`config.mk`:
```
export PLATFORM = sky130hd
export DESIGN_NAME = tdc_spi_arbiter
export DESIGN_NICKNAME = d
export VERILOG_FILES = /design/src/rtl/tdc_spi_arbiter.sv
export SDC_FILE = /design/constraint.sdc
export NUM_CORES = 1
export LEC_CHECK = 0
export CORE_MARGIN = 10
export CORE_UTILIZATION = 47
export DETAILED_ROUTE_END_ITERATION = 6
export PLACE_DENSITY_LB_ADDON = 0.25
export SYNTH_ARGS = -nofsm -noshare
export SYNTH_HDL_FRONTEND = slang
export SYNTH_SLANG_ARGS = --single-unit
```
`constraint.sdc`:
```
create_clock -name clk -period 2.8 [get_ports clk]
set_clock_uncertainty 0.15 [all_clocks]
set_input_delay 0.84 -clock clk [delete_from_list [all_inputs] [get_ports clk]]
set_output_delay 0.84 -clock clk [all_outputs]
set_load 0.02 [all_outputs]
```
`src/rtl/tdc_spi_arbiter.sv`:
```
// tdc_spi_arbiter: shares one SPI byte master between the TDC (port 0) and aux (port 1) requesters,
// granting whole CS frames round-robin and force-releasing frames whose owner stalls.
module tdc_spi_arbiter #(
    parameter int LOCK_TIMEOUT = 1000,
    parameter int CNT_W = 16
) (
    input  logic       clk,
    input  logic       rst,
    input  logic       m0_start,
    input  logic [7:0] m0_mosi,
    input  logic       m0_cs_end,
    output logic       m0_busy,
    output logic [7:0] m0_miso,
    output logic       m0_new_data,
    input  logic       m1_start,
    input  logic [7:0] m1_mosi,
    input  logic       m1_cs_end,
    output logic       m1_busy,
    output logic [7:0] m1_miso,
    output logic       m1_new_data,
    output logic       spi_start,
    output logic [7:0] spi_mosi,
    output logic       spi_cs_end,
    output logic       spi_sel,
    input  logic       spi_busy,
    input  logic [7:0] spi_miso,
    input  logic       spi_new_data,
    output logic       lock_timeout
);
    typedef enum logic [1:0] {IDLE, ISSUE, XFER, HOLD} state_t;
    state_t           state;
    logic             grant;
    logic             last_served;
    logic [1:0]       pend;
    logic [1:0]       cse;
    logic [7:0]       dat [2];
    logic [CNT_W-1:0] cnt;
    logic [1:0]       start;
    logic [1:0]       cse_in;
    logic [7:0]       mosi_in [2];
    logic             pick;
    logic             active;
    assign start      = {m1_start, m0_start};
    assign cse_in     = {m1_cs_end, m0_cs_end};
    assign mosi_in[0] = m0_mosi;
    assign mosi_in[1] = m1_mosi;
    assign pick       = (pend == 2'b11) ? ~last_served : pend[1];
    assign active     = (state == ISSUE) || (state == XFER);
    assign m0_busy    = pend[0] | (~grant & active);
    assign m1_busy    = pend[1] | (grant & active);
    always_ff @(posedge clk or posedge rst) begin
        if (rst) begin
            state        <= IDLE;
            grant        <= 1'b0;
            last_served  <= 1'b1;
            pend         <= '0;
            cse          <= '0;
            dat[0]       <= '0;
            dat[1]       <= '0;
            cnt          <= '0;
            spi_start    <= 1'b0;
            spi_mosi     <= '0;
            spi_cs_end   <= 1'b0;
            spi_sel      <= 1'b0;
            m0_miso      <= '0;
            m1_miso      <= '0;
            m0_new_data  <= 1'b0;
            m1_new_data  <= 1'b0;
            lock_timeout <= 1'b0;
        end else begin
            spi_start    <= 1'b0;
            m0_new_data  <= 1'b0;
            m1_new_data  <= 1'b0;
            lock_timeout <= 1'b0;
            for (int i = 0; i < 2; i++)
                if (start[i] && !pend[i]) begin
                    pend[i] <= 1'b1;
                    dat[i]  <= mosi_in[i];
                    cse[i]  <= cse_in[i];
                end
            case (state)
                IDLE:
                    if (!spi_busy && pend != 2'b00) begin
                        grant      <= pick;
                        spi_sel    <= pick;
                        spi_mosi   <= dat[pick];
                        spi_cs_end <= cse[pick];
                        spi_start  <= 1'b1;
                        state      <= ISSUE;
                    end
                ISSUE: begin
                    pend[grant] <= 1'b0;
                    state       <= XFER;
                end
                XFER:
                    if (spi_new_data) begin
                        if (grant) begin
                            m1_miso     <= spi_miso;
                            m1_new_data <= 1'b1;
                        end else begin
                            m0_miso     <= spi_miso;
                            m0_new_data <= 1'b1;
                        end
                        // spi_cs_end still holds the issued byte's flag; the holding register may already carry the next byte
                        if (spi_cs_end) begin
                            last_served <= grant;
                            state       <= IDLE;
                        end else begin
                            cnt   <= '0;
                            state <= HOLD;
                        end
                    end
                HOLD:
                    if (pend[grant] && !spi_busy) begin
                        spi_mosi   <= dat[grant];
                        spi_cs_end <= cse[grant];
                        spi_start  <= 1'b1;
                        state      <= ISSUE;
                    end else if (cnt == CNT_W'(LOCK_TIMEOUT - 1)) begin
                        lock_timeout <= 1'b1;
                        last_served  <= grant;
                        state        <= IDLE;
                    end else begin
                        cnt <= cnt + 1'b1;
                    end
                default: state <= IDLE;
            endcase
        end
    end
endmodule

```
==> results.py, run 1 <==
metrics = {
    "status": {
        "status": "finished clean",
    },
    "clock_network": {
        "cts.clk_slew.worst_paths_ns": 0.07,
        "htreeDepth": 3,
        "tritoncts_num_sinks": 69,
        "cts_tree": "built",
        "cts_buffer_depth": 2,
        "clockRootBuffer": "clkbuf_8",
        "hold_buffers": 0,
        "worstSkewPairLatency_ns": 0.34,
        "cts_made_buffers": 9,
    },
    "sta": {
        "period_minus_slack_ns": 2.68,
        "setup_viol": 0,
        "post-route-period-util_pct": 95.8,
        "drv_slew": 0,
        "fmax_mhz": 373,
        "relSlewSlack_pct": 66.3,
        "max_slew.worst_pin.slew_ns": 0.504,
        "worst_slack_ns": 0.117,
        "tns_ns": 0,
        "rsz0062_at_grt": "false",
        "final-hold-violation-count": 0,
    },
    "worst_setup_path": {
        "critPathRequiredTime_ns": 1.81,
        "slowest_delay_ns": 0.42,
        "cp_max_fo": 5,
        "timing.rr.start": "state[0]",
        "reg2reg_depth": 7,
        "path_buf_inv": 2,
        "worstSetupStartpoint": "state[1]",
        "cpMaxStageDelayCell": "dfrtp_1",
        "cp-endpoint": "m0_busy",
        "path_depth": 4,
        "worst_path_dominant_cell_family": "buffers and inverters",
        "crit_path_end_kind": "primary output",
        "regToRegSetupSlack_ns": 0.37,
        "path_class": "reg -> out",
        "r2r-end": "spi_mosi[0]",
        "crit_chain": "inv_1, ha_1, a21o_1, dlygate4sd2_1",
        "arrival_ns": 1.69,
        "worstSetupStartpointType": "register",
    },
    "detailed_routing": {
        "wl_per_cell_um": 17.3,
        "totalWireLength_um": 8360,
        "top_layer": "met4",
        "wl_met1_um": 3700,
        "drc": 0,
        "drtPass1Iterations": 5,
        "wl_met3_um": 724,
        "dr_wl_met2_um": 3850,
        "drt_iter0_drc": 99,
        "viasPerCell": 5.53,
        "vias": 2672,
        "postRouteAntennaNets": 0,
    },
    "floorplan": {
        "die_area_um2": 11100,
        "fp-row-count": 31,
        "ioPinCount": 64,
        "start_util_pct": 47.7,
        "die_w_um": 105,
        "core_area_um2": 7180,
        "die_y_um": 105,
    },
    "synth": {
        "synth_top_area_cell": "dfrtp_1",
        "syn_area_per_cell_um2": 11.1,
        "synth_fp_nets": 346,
        "yosysWarningCount": 0,
        "ys_seq_area_share_pct": 50.4,
        "synthesis.area_um2": 3430,
        "synth.top_cell.area_share_pct": 49.7,
        "ys_ff_latch": 69,
        "ys_types": 56,
        "synth.area.top_cells": "dfrtp_1 (50%), mux2_2 (14%), nand2_1 (4.3%)",
        "synth_edf_count": 0,
        "netlist_instances": 308,
        "postSynth.asyncResetShare_pct": 100,
        "synthFlopType": "dfrtp_1",
    },
    "layout": {
        "final_util_pct": 61.4,
        "n_antenna_cell": 0,
        "area_growth_pct": 28.6,
        "drive_above_1_share_pct": 21.9,
        "final.fill_count": 591,
        "nets": 417,
    },
    "power": {
        "cellPowerDensity_nw_per_um2": 1110,
        "peakVddDrop_mv": 0.593,
        "leakagePower_uw": 0.00187,
    },
    "placed_design": {
        "pre_cts_slack_ns": 0.211,
        "gp_congestion": 0.845,
        "io_buffers": 63,
        "place_hpwl_um": 5980,
    },
    "global_route": {
        "grt_pass1_wl_um": 13900,
        "gr-total-overflow": 0,
        "grt_pass1_vias": 2749,
        "grt_max_degree": 70,
        "antenna_found_initial": 0,
        "groute.usage.overall_pct": 15.1,
    },
    "flow_run": {
        "drv_cap": 0,
    },
    "hold_path": {
        "min_path_type": "reg -> reg",
    },
}
## cells in the mapped netlist (2+ instances only)
| cell | count |
|---|---|
| nor2b_1 | 5 |
| nand4_1 | 8 |
| o311ai_0 | 3 |
| o211ai_1 | 4 |
| a21oi_1 | 4 |
| clkbuf_1 | 8 |
| mux2_2 | 44 |
| and2_1 | 3 |
| a31oi_1 | 21 |
| and3_1 | 4 |
| clkbuf_2 | 2 |
| inv_1 | 12 |
| and4_1 | 5 |
| nor2_1 | 6 |
| a21o_1 | 2 |
| nand2_1 | 39 |
| o21ai_0 | 4 |
| a41oi_1 | 2 |
| buf_2 | 4 |
| nand3_1 | 7 |
| dfrtp_1 | 68 |
| nor3_1 | 4 |
| o21bai_1 | 2 |
| mux2i_1 | 2 |
| nor4b_2 | 2 |
| nand2b_1 | 8 |
| ha_1 | 6 |
## placed cells by master, fill, tap and decap left out, drive strengths merged, types with 4 or more instances in the layout
| cell type | Yosys | routed |
|---|---|---|
| and4 | 5 | 5 |
| o211ai | 4 | 4 |
| clkdlybuf4s50 | 0 | 61 |
| nand3 | 7 | 7 |
| clkbuf | 10 | 9 |
| dfrtp | 68 | 68 |
| nor2b | 5 | 5 |
| a21oi | 5 | 5 |
| buf | 5 | 12 |
| mux2 | 44 | 44 |
| nor3 | 4 | 4 |
| nand2 | 39 | 39 |
| o21ai | 5 | 5 |
| and3 | 4 | 4 |
| a31oi | 22 | 22 |
| nand2b | 8 | 8 |
| and2 | 4 | 4 |
| nor2 | 6 | 6 |
| ha | 6 | 6 |
| inv | 12 | 14 |
| nand4 | 9 | 9 |
| o311ai | 4 | 4 |
## cells by family after synthesis
| kind of cell | count (synthesis) | synth area share [%] |
|---|---|---|
| buffers and inverters | 28 | 3.51 |
| AOI/OAI and AO/OA | 58 | 12.6 |
| adders and majority gates | 6 | 2.19 |
| muxes | 46 | 15.0 |
| and+or+nand+nor | 101 | 16.2 |
| DFF | 69 | 50.4 |
## cell type report
| type | count | area [um^2] | area share [%] |
|---|---|---|---|
| sequential | 69 | 1730 | 39.2 |
| multi-input combinational | 211 | 1580 | 35.8 |
| timing repair buffer | 75 | 731 | 16.6 |
| clock buffer | 9 | 124 | 2.81 |
| tap | 99 | 124 | 2.81 |
| clock inverter | 7 | 72.6 | 1.65 |
| inverter | 13 | 48.8 | 1.11 |
## power by group
part / total [uW] / leakage, uW / switching, uW / internal [uW]
logic: 2320 / 0.000924 / 1130 / 1190
registers: 1760 / 0.000850 / 331 / 1430
clock network: 819 / 0.0000960 / 404 / 414
## metal layers
layer	vias to the layer above	track usage, %
met3	10	6.33
li1	1275	-
met2	92	24.0
met5	-	0
met4	0	4.12
met1	1295	18.5
## worst min path at each step
stage / slack, ns / cells after the start / from / to
floorplan: 0.32 / 1 / cse[0] / cse[0]
global placement: 0.31 / 2 / m0_miso[6] / m0_miso[6]
detailed placement: 0.32 / 2 / m0_miso[5] / m0_miso[5]
CTS: 0.34 / 2 / m0_miso[5] / m0_miso[5]
global route: 0.36 / 2 / m0_miso[7] / m0_miso[7]
finish: 0.33 / 2 / m0_miso[5] / m0_miso[5]
## registers in the layout, indices dropped and copies added (netlist names), 2 cells and up
signal and count:
m1_miso 8, dat 16, spi_mosi 8, pend 2, state 2, m0_miso 8, cnt 16, cse 2
## tightest hold or removal path: stages (launching register included)
cell	delay (ns)
dfrtp_1	0.35
nand2_1	0.05
nand2_1	0.05
## timing repair
action,in CTS,in global routing
buffers inserted,0,1
hold endpoints to repair,0,0
gates resized for setup,2,0
setup endpoints to repair,2,1
## stage by stage
step                hold WS [ns]  instances  cell area, um^2  total power, uW
finish                     0.332        483             4410             4890
global route               0.359        483             4410             5220
CTS                        0.338        482             4400             4920
detailed placement         0.316        466             4200             4090
global placement           0.308        466             4200             4020
floorplan                  0.325        308             3430             3210
Power figures use the tool's default switching activity.
==> run 2: changes to the inputs <==
CORE_UTILIZATION = 30   (was 47)
==> results.py, run 2 (synthesized netlist as in run 1, its figures left out) <==
metrics = {
    "placed_design": {
        "place_inst": 511,
        "place_hpwl_um": 6150,
        "io_buffers": 63,
        "gp_congestion": 0.837,
        "pre_cts_slack_ns": 0.179,
    },
    "global_route": {
        "grt_pass1_vias": 2719,
        "grt_pass1_wl_um": 14300,
        "grt_max_degree": 30,
        "antenna_found_initial": 0,
        "groute.usage.overall_pct": 10.7,
        "gr-total-overflow": 0,
    },
    "hold_path": {
        "hold_depth": 2,
        "hold_path_end": "m0_miso[1]",
        "min_from": "m0_miso[1]",
        "min_path_type": "reg -> reg",
    },
    "layout": {
        "drive_above_1_share_pct": 22.5,
        "fin_cells": 527,
        "final_cell_mix": "dfrtp_1 (68), clkdlybuf4s50_1 (61), mux2_2 (44), nand2_1 (39), a31oi_1 (21)",
        "final.fill_count": 1065,
        "n_antenna_cell": 0,
        "area_growth_pct": 34.4,
        "reg_top3": "cnt: 16 flops, dat: 16 flops",
        "final_common_cell": "dfrtp_1",
        "nets": 420,
    },
    "detailed_routing": {
        "totalWireLength_um": 8360,
        "drtPass1Iterations": 4,
        "viasPerCell": 5.08,
        "drc": 0,
        "vias": 2675,
        "drt_iter0_drc": 137,
        "postRouteAntennaNets": 0,
        "wl_per_cell_um": 15.9,
    },
    "worst_setup_path": {
        "critPathRequiredTime_ns": 1.81,
        "r2r-end": "state[1]",
        "path_class": "reg -> out",
        "cp_max_fo": 4,
        "arrival_ns": 1.67,
        "reg2reg_depth": 5,
        "worstSetupStartpointType": "register",
        "timing.rr.start": "cnt[0]",
        "regToRegSetupSlack_ns": 0.48,
        "crit_path_end_kind": "primary output",
    },
    "clock_network": {
        "worstSkewPairLatency_ns": 0.33,
        "clockRootBuffer": "clkbuf_16",
        "htreeDepth": 3,
        "cts.clk_slew.worst_paths_ns": 0.05,
        "hold_buffers": 0,
        "postCtsSetupRepairBufs": 0,
        "cts_tree": "built",
        "cts_made_buffers": 9,
        "tritoncts_num_sinks": 69,
        "cts_buffer_depth": 2,
    },
    "flow_run": {
        "drv_cap": 0,
    },
    "sta": {
        "relSlewSlack_pct": 64.6,
        "post-route-period-util_pct": 95.2,
        "drv_slew": 0,
        "period_minus_slack_ns": 2.66,
        "fmax_mhz": 375,
        "rsz0062_at_grt": "false",
        "max_slew.worst_pin.slew_ns": 0.530,
        "final-hold-violation-count": 0,
        "setup_viol": 0,
        "tns_ns": 0,
        "worst_slack_ns": 0.136,
    },
    "power": {
        "peakVddDrop_mv": 0.484,
        "cellPowerDensity_nw_per_um2": 1140,
        "leakagePower_uw": 0.00195,
        "power_uw": 5240,
    },
    "floorplan": {
        "start_util_pct": 31.1,
        "die_y_um": 127,
        "fp-row-count": 38,
        "die_w_um": 127,
        "core_area_um2": 11000,
        "die_area_um2": 16100,
        "ioPinCount": 64,
    },
    "status": {
        "status": "finished clean",
    },
}
## run 2: cell count changes in the layout (fill, tap and decap cells not counted)
cell,before,now
inv_6,2,1
clkbuf_8,9,2
buf_4,11,13
clkinv_4,0,1
clkinvlp_4,2,0
buf_12,1,2
clkbuf_16,0,9
## run 2: worst max path at each step
stage | from | slack, ns | to | depth (start not counted)
floorplan | rst | 0.07 | cnt[0] | 1
global placement | spi_new_data | 0.21 | cnt[15] | 5
detailed placement | spi_new_data | 0.18 | m1_miso[3] | 3
global route | state[0] | 0.06 | m0_busy | 4
finish | state[0] | 0.14 | m0_busy | 4
CTS | state[0] | 0.11 | m0_busy | 4
## run 2: per-layer routing
metal / GRT usage [%] / part of all wire, %
met5: 0 / 0
met4: 4.62 / 1.8
met3: 2.83 / 5.3
met2: 16.2 / 46
met1: 14.0 / 47
## run 2: critical path, stage by stage (launching register included)
cell           delay, ns
dfrtp_1             0.39
inv_1               0.11
ha_1                0.35
a21o_1              0.19
dlygate4sd2_1       0.32
## run 2: final cells by class
cell class,instances,area (um^2),area share (%)
clock buffer,11,253,5.49
tap,140,175,3.80
sequential,69,1730,37.5
inverter,13,48.8,1.06
timing repair buffer,78,766,16.6
multi-input combinational,211,1580,34.3
clock inverter,5,57.6,1.25
## run 2: what timing repair did
item                                    in CTS  in global routing
gates resized for setup                      2                  0
endpoints found under the setup margin       2                  0
hold endpoints to repair                     0                  0
## run 2: power by group
part           switching [uW]  total [uW]  internal, uW
clock                     422        1160           739
combinational            1140        2340          1210
sequential                299        1730          1430
## run 2: per-stage QoR
step                area, um^2  util [%]  hold slack (ns)
floorplan                 3430         -            0.325
global placement          4300      39.0            0.307
detailed placement        4300      39.0            0.314
CTS                       4610      41.8            0.327
global route              4610      41.8            0.358
finish                    4610      41.8            0.323
==> run 3: changes to the inputs <==
HOLD_SLACK_MARGIN = 0.08   (was default)
==> results of run 3 <==
The final DEF is identical to that of run 2; final timing and power are the same.
